### config.mk
export PLATFORM = sky130hd
export DESIGN_NAME = block_lane_controller_flat
export DESIGN_NICKNAME = d
export VERILOG_FILES = /design/src/rtl/block_lane_controller_if.sv /design/src/rtl/block_lane_controller.sv /design/src/flat_wrapper.sv
export SDC_FILE = /design/constraint.sdc
export NUM_CORES = 1
export LEC_CHECK = 0
export CELL_PAD_IN_SITES_DETAIL_PLACEMENT = 1
export CELL_PAD_IN_SITES_GLOBAL_PLACEMENT = 2
export CORE_MARGIN = 8
export CORE_UTILIZATION = 30
export DETAILED_ROUTE_END_ITERATION = 8
export PLACE_DENSITY = 0.8
export SYNTH_ARGS = -nofsm -noshare
export SYNTH_HDL_FRONTEND = slang
export SYNTH_SLANG_ARGS = --single-unit
### constraint.sdc
create_clock -name clk -period 5.1 [get_ports clk]
set_input_delay 1.02 -clock clk [delete_from_list [all_inputs] [get_ports clk]]
set_output_delay 1.02 -clock clk [all_outputs]
set_load 0.05 [all_outputs]
### src/rtl/block_lane_controller_if.sv
// block_lane_controller_if
// Bundles the game-flow commands and the renderer/score outputs of the
// obstacle lane so the controller and its consumers share one port.
// Signals (named from the controller's point of view):
//   start_i        leave the idle shuffle and arm the lane
//   squareReady_i  player square in position, begin scrolling
//   pause_i        level-sensitive scroll hold
//   over_i         game over, freeze everything until reset
//   blockShape_o   packed shapes, block i at [i*SHAPE_W +: SHAPE_W]
//   blockStartX_o  packed left-edge X, block i at [i*COORD_W +: COORD_W]
//   blockColor_o   packed colours, block i at [i*COLOR_W +: COLOR_W]
//   speed_o        pixels moved per motion tick
//   score_o        count of wrapped blocks, saturating
//   blockPassed_o  one-cycle pulse whenever any block wraps
//   moving_o       high while the lane scrolls
interface block_lane_controller_if #(
  parameter int N_BLOCKS = 4,
  parameter int SHAPE_W  = 4,
  parameter int COLOR_W  = 3,
  parameter int COORD_W  = 10
);
  logic                         start_i;
  logic                         squareReady_i;
  logic                         pause_i;
  logic                         over_i;
  logic [N_BLOCKS*SHAPE_W-1:0]  blockShape_o;
  logic [N_BLOCKS*COORD_W-1:0]  blockStartX_o;
  logic [N_BLOCKS*COLOR_W-1:0]  blockColor_o;
  logic [3:0]                   speed_o;
  logic [15:0]                  score_o;
  logic                         blockPassed_o;
  logic                         moving_o;

  modport master (
    output start_i, squareReady_i, pause_i, over_i,
    input  blockShape_o, blockStartX_o, blockColor_o,
           speed_o, score_o, blockPassed_o, moving_o
  );

  modport slave (
    input  start_i, squareReady_i, pause_i, over_i,
    output blockShape_o, blockStartX_o, blockColor_o,
           speed_o, score_o, blockPassed_o, moving_o
  );
endinterface

### src/rtl/block_lane_controller.sv
// block_lane_controller
// Drives N_BLOCKS obstacles across a circular lane: idle shuffle, arming,
// scrolling, pausing and a game-over freeze. A free-running divider makes
// the motion tick; a Galois LFSR supplies new shapes/colours whenever a
// block wraps; scroll speed rises every LEVEL_TICKS scrolling ticks.
// Ports:
//   clk  system clock
//   rst  asynchronous active-high reset, clears all state
//   bus  block_lane_controller_if.slave (commands in, packed buses out)
module block_lane_controller #(
  parameter int N_BLOCKS    = 4,
  parameter int SHAPE_W     = 4,
  parameter int COLOR_W     = 3,
  parameter int COORD_W     = 10,
  parameter int TICK_DIV    = 1000000,
  parameter int SPACING     = 160,
  parameter int SPEED_INIT  = 2,
  parameter int SPEED_MAX   = 8,
  parameter int LEVEL_TICKS = 500
) (
  input  logic                     clk,
  input  logic                     rst,
  block_lane_controller_if.slave   bus
);
  localparam int TICK_W  = $clog2(TICK_DIV);
  localparam int LEVEL_W = $clog2(LEVEL_TICKS + 1);

  localparam logic [2:0] ST_SHUFFLE = 3'd0;
  localparam logic [2:0] ST_ARMED   = 3'd1;
  localparam logic [2:0] ST_SCROLL  = 3'd2;
  localparam logic [2:0] ST_PAUSED  = 3'd3;
  localparam logic [2:0] ST_HALT    = 3'd4;

  localparam logic [15:0]      LFSR_SEED = 16'hACE1;
  localparam logic [15:0]      LFSR_MASK = 16'hB400;
  localparam logic [COORD_W:0] LANE_LEN  = (COORD_W + 1)'(N_BLOCKS * SPACING);

  logic [2:0]          stateQ, stateD;
  logic [TICK_W-1:0]   tickCntQ;
  logic [15:0]         lfsrQ;
  logic [COORD_W-1:0]  xQ     [N_BLOCKS];
  logic [COORD_W-1:0]  xD     [N_BLOCKS];
  logic [SHAPE_W-1:0]  shapeQ [N_BLOCKS];
  logic [SHAPE_W-1:0]  shapeD [N_BLOCKS];
  logic [COLOR_W-1:0]  colorQ [N_BLOCKS];
  logic [COLOR_W-1:0]  colorD [N_BLOCKS];
  logic [3:0]          speedQ, speedD;
  logic [15:0]         scoreQ, scoreD;
  logic                passedQ, passedD;
  logic [LEVEL_W-1:0]  levelQ, levelD, levelInc;

  logic                tick;
  logic [COORD_W:0]    speedExt;
  logic [COORD_W:0]    xExt;
  logic [3:0]          wrapCnt;
  logic [16:0]         scoreSum;

  logic [N_BLOCKS*SHAPE_W-1:0] shapeBus;
  logic [N_BLOCKS*COORD_W-1:0] xBus;
  logic [N_BLOCKS*COLOR_W-1:0] colorBus;

  // Each block sees the shared LFSR rotated by a different amount so that
  // blocks reloaded on the same tick still get different shapes/colours.
  function automatic logic [15:0] laneSeed(input logic [15:0] l, input int idx);
    int rot;
    rot = (3 * idx) % 16;
    return (l << rot) | (l >> (16 - rot));
  endfunction

  function automatic logic [SHAPE_W-1:0] drawShape(input logic [15:0] l, input int idx);
    logic [15:0] s;
    s = laneSeed(l, idx);
    return s[SHAPE_W-1:0];
  endfunction

  // Colour 0 is the renderer's background, so it is never handed out.
  function automatic logic [COLOR_W-1:0] drawColor(input logic [15:0] l, input int idx);
    logic [15:0]        s;
    logic [COLOR_W-1:0] c;
    s = laneSeed(l, idx);
    c = s[8 +: COLOR_W];
    return (c == '0) ? COLOR_W'(1) : c;
  endfunction

  assign tick     = (tickCntQ == TICK_W'(TICK_DIV - 1));
  assign speedExt = (COORD_W + 1)'(speedQ);

  // OVER beats everything; the remaining commands only matter in the one
  // state that listens for them.
  always_comb begin
    stateD = stateQ;
    if (bus.over_i) begin
      stateD = ST_HALT;
    end else begin
      case (stateQ)
        ST_SHUFFLE: if (bus.start_i)       stateD = ST_ARMED;
        ST_ARMED:   if (bus.squareReady_i) stateD = ST_SCROLL;
        ST_SCROLL:  if (bus.pause_i)       stateD = ST_PAUSED;
        ST_PAUSED:  if (!bus.pause_i)      stateD = ST_SCROLL;
        default:                           stateD = stateQ;
      endcase
    end
  end

  // Motion keys off the pre-edge state, so a tick that coincides with
  // PAUSE or OVER still moves the lane once. The speed bump is applied
  // after this tick's motion has used the old speed.
  always_comb begin
    xD       = xQ;
    shapeD   = shapeQ;
    colorD   = colorQ;
    scoreD   = scoreQ;
    speedD   = speedQ;
    levelD   = levelQ;
    passedD  = 1'b0;
    wrapCnt  = '0;
    xExt     = '0;
    scoreSum = '0;
    levelInc = '0;
    if (tick && stateQ == ST_SCROLL) begin
      for (int i = 0; i < N_BLOCKS; i++) begin
        xExt = {1'b0, xQ[i]};
        if (xExt >= speedExt) begin
          xD[i] = COORD_W'(xExt - speedExt);
        end else begin
          xD[i]     = COORD_W'(xExt + LANE_LEN - speedExt);
          shapeD[i] = drawShape(lfsrQ, i);
          colorD[i] = drawColor(lfsrQ, i);
          wrapCnt   = wrapCnt + 4'd1;
        end
      end
      scoreSum = {1'b0, scoreQ} + 17'(wrapCnt);
      scoreD   = scoreSum[16] ? 16'hFFFF : scoreSum[15:0];
      passedD  = (wrapCnt != 4'd0);
      levelInc = levelQ + 1'b1;
      if (levelInc == LEVEL_W'(LEVEL_TICKS)) begin
        levelD = '0;
        if (speedQ < 4'(SPEED_MAX)) speedD = speedQ + 4'd1;
      end else begin
        levelD = levelInc;
      end
    end else if (tick && stateQ == ST_SHUFFLE) begin
      for (int i = 0; i < N_BLOCKS; i++) begin
        shapeD[i] = drawShape(lfsrQ, i);
        colorD[i] = drawColor(lfsrQ, i);
      end
    end
  end

  // Divider and LFSR run in every state, including HALT.
  always_ff @(posedge clk or posedge rst) begin
    if (rst) begin
      stateQ   <= ST_SHUFFLE;
      tickCntQ <= '0;
      lfsrQ    <= LFSR_SEED;
      speedQ   <= 4'(SPEED_INIT);
      scoreQ   <= '0;
      passedQ  <= 1'b0;
      levelQ   <= '0;
      for (int i = 0; i < N_BLOCKS; i++) begin
        xQ[i]     <= COORD_W'(i * SPACING);
        shapeQ[i] <= SHAPE_W'(i);
        colorQ[i] <= COLOR_W'(1);
      end
    end else begin
      stateQ   <= stateD;
      tickCntQ <= tick ? '0 : tickCntQ + 1'b1;
      lfsrQ    <= lfsrQ[0] ? ((lfsrQ >> 1) ^ LFSR_MASK) : (lfsrQ >> 1);
      speedQ   <= speedD;
      scoreQ   <= scoreD;
      passedQ  <= passedD;
      levelQ   <= levelD;
      xQ       <= xD;
      shapeQ   <= shapeD;
      colorQ   <= colorD;
    end
  end

  always_comb begin
    shapeBus = '0;
    xBus     = '0;
    colorBus = '0;
    for (int i = 0; i < N_BLOCKS; i++) begin
      shapeBus[i*SHAPE_W +: SHAPE_W] = shapeQ[i];
      xBus[i*COORD_W +: COORD_W]     = xQ[i];
      colorBus[i*COLOR_W +: COLOR_W] = colorQ[i];
    end
  end

  assign bus.blockShape_o  = shapeBus;
  assign bus.blockStartX_o = xBus;
  assign bus.blockColor_o  = colorBus;
  assign bus.speed_o       = speedQ;
  assign bus.score_o       = scoreQ;
  assign bus.blockPassed_o = passedQ;
  assign bus.moving_o      = (stateQ == ST_SCROLL);
endmodule
### src/flat_wrapper.sv
// flat-port wrapper written by rule: the top's interface ports become plain ports
module block_lane_controller_flat 
#(
  parameter int N_BLOCKS    = 4,
  parameter int SHAPE_W     = 4,
  parameter int COLOR_W     = 3,
  parameter int COORD_W     = 10,
  parameter int TICK_DIV    = 1000000,
  parameter int SPACING     = 160,
  parameter int SPEED_INIT  = 2,
  parameter int SPEED_MAX   = 8,
  parameter int LEVEL_TICKS = 500
)
  (clk, rst, bus_start_i, bus_squareReady_i, bus_pause_i, bus_over_i, bus_blockShape_o, bus_blockStartX_o, bus_blockColor_o, bus_speed_o, bus_score_o, bus_blockPassed_o, bus_moving_o);
  block_lane_controller_if #(.N_BLOCKS(N_BLOCKS), .SHAPE_W(SHAPE_W), .COLOR_W(COLOR_W), .COORD_W(COORD_W)) bus_i ();
  input  logic clk;
  input  logic rst;
  input wire logic [$bits(bus_i.start_i)-1:0] bus_start_i;
  input wire logic [$bits(bus_i.squareReady_i)-1:0] bus_squareReady_i;
  input wire logic [$bits(bus_i.pause_i)-1:0] bus_pause_i;
  input wire logic [$bits(bus_i.over_i)-1:0] bus_over_i;
  output wire logic [$bits(bus_i.blockShape_o)-1:0] bus_blockShape_o;
  output wire logic [$bits(bus_i.blockStartX_o)-1:0] bus_blockStartX_o;
  output wire logic [$bits(bus_i.blockColor_o)-1:0] bus_blockColor_o;
  output wire logic [$bits(bus_i.speed_o)-1:0] bus_speed_o;
  output wire logic [$bits(bus_i.score_o)-1:0] bus_score_o;
  output wire logic [$bits(bus_i.blockPassed_o)-1:0] bus_blockPassed_o;
  output wire logic [$bits(bus_i.moving_o)-1:0] bus_moving_o;
  assign bus_i.start_i = bus_start_i;
  assign bus_i.squareReady_i = bus_squareReady_i;
  assign bus_i.pause_i = bus_pause_i;
  assign bus_i.over_i = bus_over_i;
  assign bus_blockShape_o = bus_i.blockShape_o;
  assign bus_blockStartX_o = bus_i.blockStartX_o;
  assign bus_blockColor_o = bus_i.blockColor_o;
  assign bus_speed_o = bus_i.speed_o;
  assign bus_score_o = bus_i.score_o;
  assign bus_blockPassed_o = bus_i.blockPassed_o;
  assign bus_moving_o = bus_i.moving_o;
  block_lane_controller #(.N_BLOCKS(N_BLOCKS), .SHAPE_W(SHAPE_W), .COLOR_W(COLOR_W), .COORD_W(COORD_W), .TICK_DIV(TICK_DIV), .SPACING(SPACING), .SPEED_INIT(SPEED_INIT), .SPEED_MAX(SPEED_MAX), .LEVEL_TICKS(LEVEL_TICKS)) u_core (.clk(clk), .rst(rst), .bus(bus_i));
endmodule
* Yosys cells after proc, flatten, opt, wreduce, memory -nomap -nowiden
Cells that the tools add are included.
** Word-level totals
- Input port bits :: 6
- Output and inout port bits :: 90
- Register bits :: 137
- Word-level logic and storage cells :: 115
** Cells by class
- Multiplexer cells :: 39
- Bitwise operators :: 4
- Reductions and logical operators :: 16
- Equal/unequal tests :: 13
- $add $sub $neg :: 19
- Magnitude comparators :: 5
** Operators with widths (count)
- $sub A10 B4 Y10 :: 8
- $mux W16 :: 4
- $mux W4 :: 11
- $add A10 B10 Y10 const B :: 4
- $ge A10 B4 Y1 :: 4
- $mux W10 :: 4
- $mux W3 :: 13
- $mux W12 :: 2
- $add A20 B1 Y20 const B :: 1
- $eq A20 B20 Y1 const B :: 1
- $mux W20 :: 1
- $add A16 B4 Y17 :: 1
- $add A4 B1 Y4 const B :: 4
- $logic_not A3 Y1 :: 5
- $ne A3 B3 Y1 const B :: 4
- $pmux W3 S4 :: 1
- $or A11 B3 Y11 :: 1
- $or A11 B6 Y11 :: 1
- $or A11 B9 Y11 :: 1
- $add A9 B1 Y9 const B :: 1
- $eq A9 B9 Y1 const B :: 1
- $mux W9 :: 1
- $ne A2 B2 Y1 const B :: 4
- $reduce_and A2 Y1 :: 4
- 11 further kinds :: 14

* Logic depth before layout (Yosys ltp)
Gate-level depths: netlist of the first run.
- Depth in word-level cells :: 14
- Mapped depth :: 20
- Gate-level depth less buffers :: 20

* Worst setup path before layout of the first run
No wires, ideal clock.
- Kind :: register to register
- From :: register u_core.speedQ[2], in the netlist u_core.bus.speed_o[2]
- To :: register u_core.scoreQ[14], in the netlist u_core.bus.score_o[14]
- Path slack :: -231 ps
- Cell stages (with the launch flop) :: 20
- Data arrival time :: 5203 ps
- Buffers on the path :: 1
- Path through :: dfrtp_1 -> inv_1 -> ha_1 -> fa_1 -> a21bo_2 -> o21ai_0 -> a41oi_1 -> clkbuf_1 -> ha_1 -> xnor2_1 -> ha_1 -> nor2_1 -> a21o_1 -> fa_1 -> nor2b_1 -> o21ai_0 -> a21boi_0 -> and2_2 -> nand3_1 -> mux2_1
** Between the ends
- Word-level cells in the longest chain between the ends :: 14
- Elaborated cells between the ends (all ways) :: 17
- Classes of those cells :: add/sub: 4; order compare: 4; mux: 9
** Ends and longest elaborated chain
- from (decl) :: RTL line block_lane_controller.sv:47 : logic [3:0] speedQ, speedD;
- from (signal assigned) :: RTL line block_lane_controller.sv:156 : speedQ <= 4'(SPEED_INIT);
- from (signal assigned) :: RTL line block_lane_controller.sv:169 : speedQ <= speedD;
- $ge A10 B4 Y1 :: RTL line block_lane_controller.sv:123 : if (xExt >= speedExt) begin
- $mux W1 :: RTL line block_lane_controller.sv:123
- $mux W4 :: RTL line block_lane_controller.sv:120 : if (tick && stateQ == ST_SCROLL) begin
- $add A4 B1 Y4 :: RTL line block_lane_controller.sv:129 : wrapCnt = wrapCnt + 4'd1;
- $mux W4 :: RTL line block_lane_controller.sv:123
- $mux W4 :: RTL line block_lane_controller.sv:120
- $add A4 B1 Y4 :: RTL line block_lane_controller.sv:129
- $mux W4 :: RTL line block_lane_controller.sv:123
- $mux W4 :: RTL line block_lane_controller.sv:120
- $add A4 B1 Y4 :: RTL line block_lane_controller.sv:129
- $mux W4 (*) :: RTL line block_lane_controller.sv:123
- $mux W4 (*) :: RTL line block_lane_controller.sv:120
- $add A16 B4 Y17 (*) :: RTL line block_lane_controller.sv:132 : scoreSum = {1'b0, scoreQ} + 17'(wrapCnt);
- $mux W16 (*) :: RTL line block_lane_controller.sv:133 : scoreD = scoreSum[16] ? 16'hFFFF : scoreSum[15:0];
- to (signal assigned) :: RTL line block_lane_controller.sv:170 : scoreQ <= scoreD;
- to (decl) :: RTL line block_lane_controller.sv:48 : logic [15:0] scoreQ, scoreD;
Every way passes the cells marked *; elsewhere a longest branch is shown, timed or not. The select of a mux whose other input is x is not followed.
A chain may end at the register's enable or synchronous reset.

* Worst setup path after layout of the first run
- From :: register u_core.speedQ[3], in the netlist u_core.bus.speed_o[3]
- To :: register u_core.scoreQ[12], in the netlist u_core.bus.score_o[12]
The elaborated chain is that of the path after synthesis.

==> metrics.yaml, run 1 <==
max_freq_mhz: 209
cts.hold.buffers_added: 0
grt_max_degree: 93
worst_reg_to_reg_cells: 18
yosysSeqAreaShare: 0.385
p_comb_frac: 0.012
sequentialPowerShare: 0.446
fin_tns_setup_ns: 0
cap_violations: 0
rr_endpoint: "u_core.bus.score_o[12]"
mappedNetlistArea_um2: 8990
grt.total_usage: 0.150
post-dp-hpwl_um: 19800
grt_overflow_total: 0
first_global_vias: 7871
ys_top_cells_by_area: "sky130_fd_sc_hd__dfrtp_1, sky130_fd_sc_hd__ha_1, sky130_fd_sc_hd__dfstp_2, sky130_fd_sc_hd__o21ai_0, sky130_fd_sc_hd__fa_1"
synthDominantAreaCellType: "sky130_fd_sc_hd__dfrtp_1"
synthDominantCellAreaShare: 0.312
worst-path-max-fanout: 16
routed_wirelength_um: 26100
cp_cell_sequence: "clkinvlp_4, ha_1, and4b_1, o21ai_0, a41oi_1, buf_4, ha_1, xnor2_2, ha_1, nor2_1, a21o_1, fa_1, nor2b_1, o21ai_0, a21boi_2, and2_2, nand3_1, mux2_1"
syn-num-nets: 1038
timing.clock.skew_ns: 0.0160
power.density_nw_per_um2: 218
cts_resized: 0
period_share: 0.938
switching_share: 0.259
wl_per_cell_um: 18.1
crit_path_start: "u_core.bus.speed_o[3]"
buffers_on_ports: 95
timing.critical_path.slowest_stage_cell: "sky130_fd_sc_hd__dfrtp_2"
clkSlewWorstSetupHoldPaths_ns: 0.07
fraction_of_layout_instances_using_a_drive_strength_above_1: 0.133
num_antenna_cells: 0
fp.dieH_um: 189
post-route-worst-setup-slack_ns: 0.319
tritoncts: "built"
rows: 63
reg2reg_setup_slack_ns: 0.32
whs_path_depth: 0
global_route_wire_length_before_repair_um: 43500
number_of_antenna_violations_at_the_first_check_in_global_routing: 0
crit_path_start_kind: "flip-flop"
power.ir.vdd_worst_mv: 0.228
min_period_ns: 4.78
report.final.hold_viol_count: 0
core_area_um2: 29600
setup_viol: 0
yosysWarningCount: 0
intPower_mw: 1.80
antenna_violating_nets_post_route: 0
hold_path_end: "u_core.lfsrQ[5]"
fraction_of_the_core_area_covered_by_cells_at_the_end_of_the_flow: 0.377
drtPass1Iterations: 4
status: "completed"
power_frac_clock: 0.542
min-delay-start: "u_core.lfsrQ[6]"
num_clock_sinks: 137
layout.filler_cells: 3364
drc: 0
critical_path_required_ns: 5.41
vias_per_cell: 5.04
number_of_enable_type_register_cells_in_the_synthesized_netlist: 0
path_class_of_the_lowest_slack_min_delay_path: "reg2reg"
share_of_flip_flops_with_an_asynchronous_set_or_reset: 1.00
critPathMaxStageDelay_ns: 0.44
clk_lat_worst_skew_ns: 0.44
most_common_cell_on_crit_path: "sky130_fd_sc_hd__ha_1"
finalPower_mw: 2.43
synth_cell_types: 69
start_util: 0.304
postSynth.topFlopCell: "sky130_fd_sc_hd__dfrtp_1"
ctsLongestPathBuffers: 2
crit_arrival_ns: 5.09
detailedRoute.firstIterationViolations: 319
finish.net_count: 1152
vias: 7292
unrepaired_setup_endpoints_after_global_routing: "no"
endpoint_kind: "flip-flop"
crit-reg2reg-launch: "u_core.bus.speed_o[3]"
worst_margin_slew_ns: 0.837
syn-instance-count: 929
clock-root-buffer: "sky130_fd_sc_hd__clkbuf_16"
number_of_synthesized_register_bits: 137
ioPinCount: 96
post-place-ws_ns: 0.0851
slew_viol_final: 0
cts_setup_buffers: 0
number_of_cts_inserted_buffers: 17
final_weighted_congestion_in_routability_driven_placement: 0.811
area_delta_synth_final_pct: 24.0
p_sw_mw: 0.631
cts-htree-levels: 4
path_class: "reg2reg"
die_area_um2: 35800
avgSynthCellArea_um2: 9.68
leakagePower_nw: 4.85
die_x_um: 189
worst_slew_margin: 0.442
worst max-delay path: cells and delay by family, from the launching register on:
| family | cells | cell delay (ns) |
|---|---|---|
| fa+ha+maj | 4 | 1.51 |
| compound gates | 5 | 1.01 |
| simple gates | 5 | 0.77 |
| flops | 1 | 0.44 |
| buf+inv | 2 | 0.43 |
| mux | 1 | 0.31 |
| xor+xnor | 1 | 0.19 |
how the worst max path moves through the flow:
stage	end	slack [ns]	cells past startpoint
6_report	u_core.bus.score_o[12]	0.32	18
5_1_grt	u_core.bus.score_o[12]	0.002	18
4_1_cts	u_core.bus.score_o[12]	0.06	19
3_5_place_dp	u_core.bus.score_o[12]	0.09	19
3_3_place_gp	u_core.bus.score_o[14]	0.22	18
2_1_floorplan	u_core.bus.score_o[14]	0.005	18
logic make-up (layout without fill, tap and decap cells):
family          count (synthesis)  count (layout)  share of synthesized area
compound gates                223             223                      0.156
xor+xnor                       60              60                     0.0584
fa+ha+maj                     103             103                      0.157
buf+inv                        99             226                     0.0428
flops                         137             137                      0.385
mux                            36              36                     0.0447
other cells                     1               1                   0.000417
simple gates                  270             270                      0.156
Yosys cell counts (13+ instances only):
master                      n
sky130_fd_sc_hd__inv_1     78
sky130_fd_sc_hd__and3_1    14
sky130_fd_sc_hd__nand2_1   77
sky130_fd_sc_hd__nand4_1   15
sky130_fd_sc_hd__a31oi_1   13
sky130_fd_sc_hd__o21ai_0   78
sky130_fd_sc_hd__dfstp_2   25
sky130_fd_sc_hd__nand3_1   35
sky130_fd_sc_hd__fa_1      17
sky130_fd_sc_hd__a21oi_1   43
sky130_fd_sc_hd__xnor2_1   35
sky130_fd_sc_hd__xor2_1    25
sky130_fd_sc_hd__ha_1      86
sky130_fd_sc_hd__mux2_2    29
sky130_fd_sc_hd__dfrtp_1  112
sky130_fd_sc_hd__nor2_1    51
per-stage QoR:
| step | std cells | hold WS (ns) | area, µm² |
|---|---|---|---|
| floorplan | 929 | 0.351 | 9000 |
| global placement | 1414 | 0.353 | 10500 |
| detailed placement | 1414 | 0.370 | 10500 |
| CTS | 1446 | 0.382 | 11100 |
| global route | 1446 | 0.393 | 11200 |
| finish | 1446 | 0.380 | 11200 |
per-layer routing:
layer | track usage | wire (µm) | share of wire | vias up
met4 | 0.0388 | 272 | 0.010 | 0
li1 | - | - | - | 3494
met1 | 0.188 | 11800 | 0.45 | 3695
met2 | 0.264 | 13300 | 0.51 | 82
met5 | 0 | 0 | 0 | -
met3 | 0.0250 | 723 | 0.028 | 21
cell usage in the layout (no fill, tap or decap), types with 7 or more instances in the layout:
master | netlist | final
sky130_fd_sc_hd__o21ai_0 | 78 | 78
sky130_fd_sc_hd__nand2b_1 | 9 | 9
sky130_fd_sc_hd__dfstp_2 | 25 | 25
sky130_fd_sc_hd__inv_1 | 78 | 76
sky130_fd_sc_hd__nand2_1 | 77 | 77
sky130_fd_sc_hd__a21oi_1 | 43 | 43
sky130_fd_sc_hd__o21a_1 | 7 | 7
sky130_fd_sc_hd__o31ai_1 | 10 | 10
sky130_fd_sc_hd__clkdlybuf4s50_1 | 0 | 95
sky130_fd_sc_hd__ha_1 | 86 | 86
sky130_fd_sc_hd__fa_1 | 17 | 17
sky130_fd_sc_hd__nor3_1 | 9 | 9
sky130_fd_sc_hd__nor2_1 | 51 | 51
sky130_fd_sc_hd__and3_1 | 14 | 14
sky130_fd_sc_hd__a21o_1 | 11 | 11
sky130_fd_sc_hd__a22oi_1 | 11 | 11
sky130_fd_sc_hd__xor2_1 | 25 | 25
sky130_fd_sc_hd__a31oi_1 | 13 | 13
sky130_fd_sc_hd__nor2b_1 | 12 | 12
sky130_fd_sc_hd__mux2_2 | 29 | 29
sky130_fd_sc_hd__nand3_1 | 35 | 34
sky130_fd_sc_hd__dfrtp_1 | 112 | 107
sky130_fd_sc_hd__xnor2_1 | 35 | 34
sky130_fd_sc_hd__buf_4 | 2 | 19
sky130_fd_sc_hd__clkbuf_16 | 0 | 17
sky130_fd_sc_hd__nand4_1 | 15 | 15
cell type report:
class | instances | area (µm²) | share of cell area
Clock buffer | 17 | 425 | 0.0381
Inverter | 80 | 309 | 0.0277
Sequential cell | 137 | 3470 | 0.311
Timing Repair Buffer | 114 | 1090 | 0.0980
Tap cell | 390 | 488 | 0.0438
Multi-Input combinational cell | 693 | 5180 | 0.465
Clock inverter | 15 | 190 | 0.0171
power groups by stage:
stage	sequential (mW)	combinational (mW)	clock [mW]
floorplan	1.11	0.0168	0
global placement	1.11	0.0307	0
detailed placement	1.11	0.0309	0
CTS	1.09	0.0308	1.35
global route	1.09	0.0336	1.39
finish	1.09	0.0286	1.32
state kept, by name, summed over array words and instances (netlist names):
name / count
u_core.bus.blockPassed_o: 1
u_core.bus.blockColor_o: 12
u_core.bus.speed_o: 4
u_core.stateQ: 3
u_core.tickCntQ: 20
u_core.levelQ: 9
u_core.bus.blockStartX_o: 40
u_core.bus.blockShape_o: 16
u_core.lfsrQ: 16
u_core.bus.score_o: 16
Note: power is estimated with default switching activity, not from simulation.
==> run 2, diff against run 1 <==
- CAP_MARGIN: default -> 10
- PLACE_DENSITY: 0.8 -> 0.82
==> metrics.yaml, run 2 (synthesis results as in run 1) <==
status: "completed"
ioPinCount: 96  # unchanged
largest_register_ff_count: 40  # unchanged
ctsLongestPathBuffers: 2  # unchanged
area_delta_synth_final_pct: 23.8
vias: 7257  # -0.48%
mostFrequentLayoutCell: "sky130_fd_sc_hd__dfrtp_1"
timing.clock.skew_ns: 0.0132  # -0.00284 ns
layout.filler_cells: 3363  # -0.030%
final_weighted_congestion_in_routability_driven_placement: 0.796  # -1.9%
clock-root-buffer: "sky130_fd_sc_hd__clkbuf_16"
power_frac_clock: 0.532  # -0.010
detailedRoute.firstIterationViolations: 257  # -19%
p_sw_mw: 0.629  # -0.36%
unrepaired_setup_endpoints_after_global_routing: "no"
fraction_of_layout_instances_using_a_drive_strength_above_1: 0.132  # -0.00107
grt.total_usage: 0.149  # -0.00134
leakagePower_nw: 4.83  # -0.39%
worst_margin_slew_ns: 1.02  # +0.185 ns
fp.dieH_um: 189  # unchanged
power.ir.vdd_worst_mv: 0.290  # +27%
buffers_on_ports: 95  # unchanged
num_clock_sinks: 137  # unchanged
post-dp-hpwl_um: 19700  # -0.37%
max_freq_mhz: 211  # +0.67%
rows: 63  # unchanged
crit_arrival_ns: 5.06  # -0.03 ns
intPower_mw: 1.76  # -2.6%
sequentialPowerShare: 0.456  # +0.010
clkSlewWorstSetupHoldPaths_ns: 0.07  # about the same
cts-htree-levels: 4  # unchanged
worst_slew_margin: 0.317  # -0.126
drc: 0  # unchanged
global_route_wire_length_before_repair_um: 43300  # -0.33%
slew_viol_final: 0  # unchanged
routed_wirelength_um: 25800  # -1.0%
die_x_um: 189  # unchanged
grt_overflow_total: 0  # unchanged
crit_path_start_kind: "flip-flop"
num_antenna_cells: 0  # unchanged
placed_cell_area_um2: 10500  # unchanged
vias_per_cell: 5.02  # -0.55%
min_period_ns: 4.75  # -0.0320 ns
report.final.hold_viol_count: 0  # unchanged
most-common-layout-cells: "sky130_fd_sc_hd__dfrtp_1, sky130_fd_sc_hd__clkdlybuf4s50_1, sky130_fd_sc_hd__ha_1"
first_global_vias: 7978  # +1.4%
worst-path-max-fanout: 5  # -11
period_share: 0.931  # -0.00627
switching_share: 0.264  # +0.00445
critical_path_required_ns: 5.41  # about the same
fin_tns_setup_ns: 0  # unchanged
number_of_cts_inserted_buffers: 17  # unchanged
wl_per_cell_um: 17.9  # -1.1%
path_class_of_the_lowest_slack_min_delay_path: "reg2reg"
clk_lat_worst_skew_ns: 0.43  # about the same
path_class: "reg2reg"
cap_violations: 0  # unchanged
die_area_um2: 35800  # unchanged
grt_max_degree: 87  # -6.5%
setup_viol: 0  # unchanged
antenna_violating_nets_post_route: 0  # unchanged
core_area_um2: 29600  # unchanged
finish.instance_area_um2: 11100  # -0.12%
number_of_antenna_violations_at_the_first_check_in_global_routing: 1  # +1
drtPass1Iterations: 4  # unchanged
power.density_nw_per_um2: 214  # -1.9%
p_comb_frac: 0.012  # about the same
finish.net_count: 1153  # +0.087%
tritoncts: "built"
finalPower_mw: 2.38  # -2.0%
start_util: 0.304  # unchanged
endpoint_kind: "flip-flop"
## run 2: final cells by class
type / count / area (µm²) / share of cell area
clock buffer: 17 / 425 / 0.0382
tap: 390 / 488 / 0.0438
timing repair buffer: 115 / 1100 / 0.0988
inverter: 80 / 305 / 0.0274
clock inverter: 15 / 176 / 0.0158
sequential: 137 / 3470 / 0.311
multi-input combinational: 693 / 5180 / 0.465
## run 2: critical path, cell delays in order, from the launching register on
cell and delay, ns:
sky130_fd_sc_hd__dfrtp_1 0.43, sky130_fd_sc_hd__ha_1 0.24, sky130_fd_sc_hd__fa_1 0.38, sky130_fd_sc_hd__a21bo_2 0.21, sky130_fd_sc_hd__o21ai_0 0.25, sky130_fd_sc_hd__a41oi_2 0.22, sky130_fd_sc_hd__buf_4 0.19, sky130_fd_sc_hd__ha_1 0.35
sky130_fd_sc_hd__xnor2_1 0.34, sky130_fd_sc_hd__ha_1 0.22, sky130_fd_sc_hd__nand2_1 0.06, sky130_fd_sc_hd__xor2_1 0.22, sky130_fd_sc_hd__ha_1 0.29, sky130_fd_sc_hd__nor2b_1 0.14, sky130_fd_sc_hd__o21ai_0 0.19, sky130_fd_sc_hd__a21boi_0 0.12
sky130_fd_sc_hd__buf_4 0.16, sky130_fd_sc_hd__and2_2 0.21, sky130_fd_sc_hd__nand3_1 0.10, sky130_fd_sc_hd__mux2_1 0.32
## run 2: repair_timing
item,CTS,global route
endpoints found under the hold margin,0,0
hold buffers,0,0
setup endpoints to repair,0,15
buffers inserted,0,0
gates resized for setup,0,3
## run 2: power by group through the flow
stage	logic [mW]	clock network, mW	registers (mW)
2_1_floorplan	0.0168	0	1.11
3_3_place_gp	0.0303	0	1.11
3_5_place_dp	0.0304	0	1.11
4_1_cts	0.0305	1.31	1.09
5_1_grt	0.0335	1.34	1.09
6_report	0.0282	1.27	1.09
## run 2: routing by layer
metal / track usage / routed length [µm]
met1: 0.185 / 11500
met2: 0.262 / 13100
met3: 0.0278 / 875
met4: 0.0367 / 332
met5: 0 / 0
## run 2: path summary, 6_finish.rpt
path	from	endpoint	slack (ns)	cells past startpoint
worst max-delay path	u_core.bus.blockStartX_o[2]	u_core.bus.score_o[12]	0.35	19
worst min-delay path	u_core.lfsrQ[6]	u_core.lfsrQ[5]	0.37	0
worst max register to register	u_core.bus.blockStartX_o[2]	u_core.bus.score_o[12]	0.35	19
worst min register to register	u_core.lfsrQ[6]	u_core.lfsrQ[5]	0.37	0
max in group asynchronous	rst	u_core.bus.blockColor_o[0]	3.02	3
min in group asynchronous	rst	u_core.bus.score_o[12]	1.13	2
## run 2: per-stage QoR
stage	hold slack, ns	std cells	utilization	worst slack, ns
global placement	0.360	1415	0.356	0.332
global route	0.383	1447	0.377	0.0133
CTS	0.376	1447	0.376	0.185
finish	0.374	1447	0.377	0.351
detailed placement	0.364	1415	0.356	0.215
floorplan	0.351	929	-	0.00514
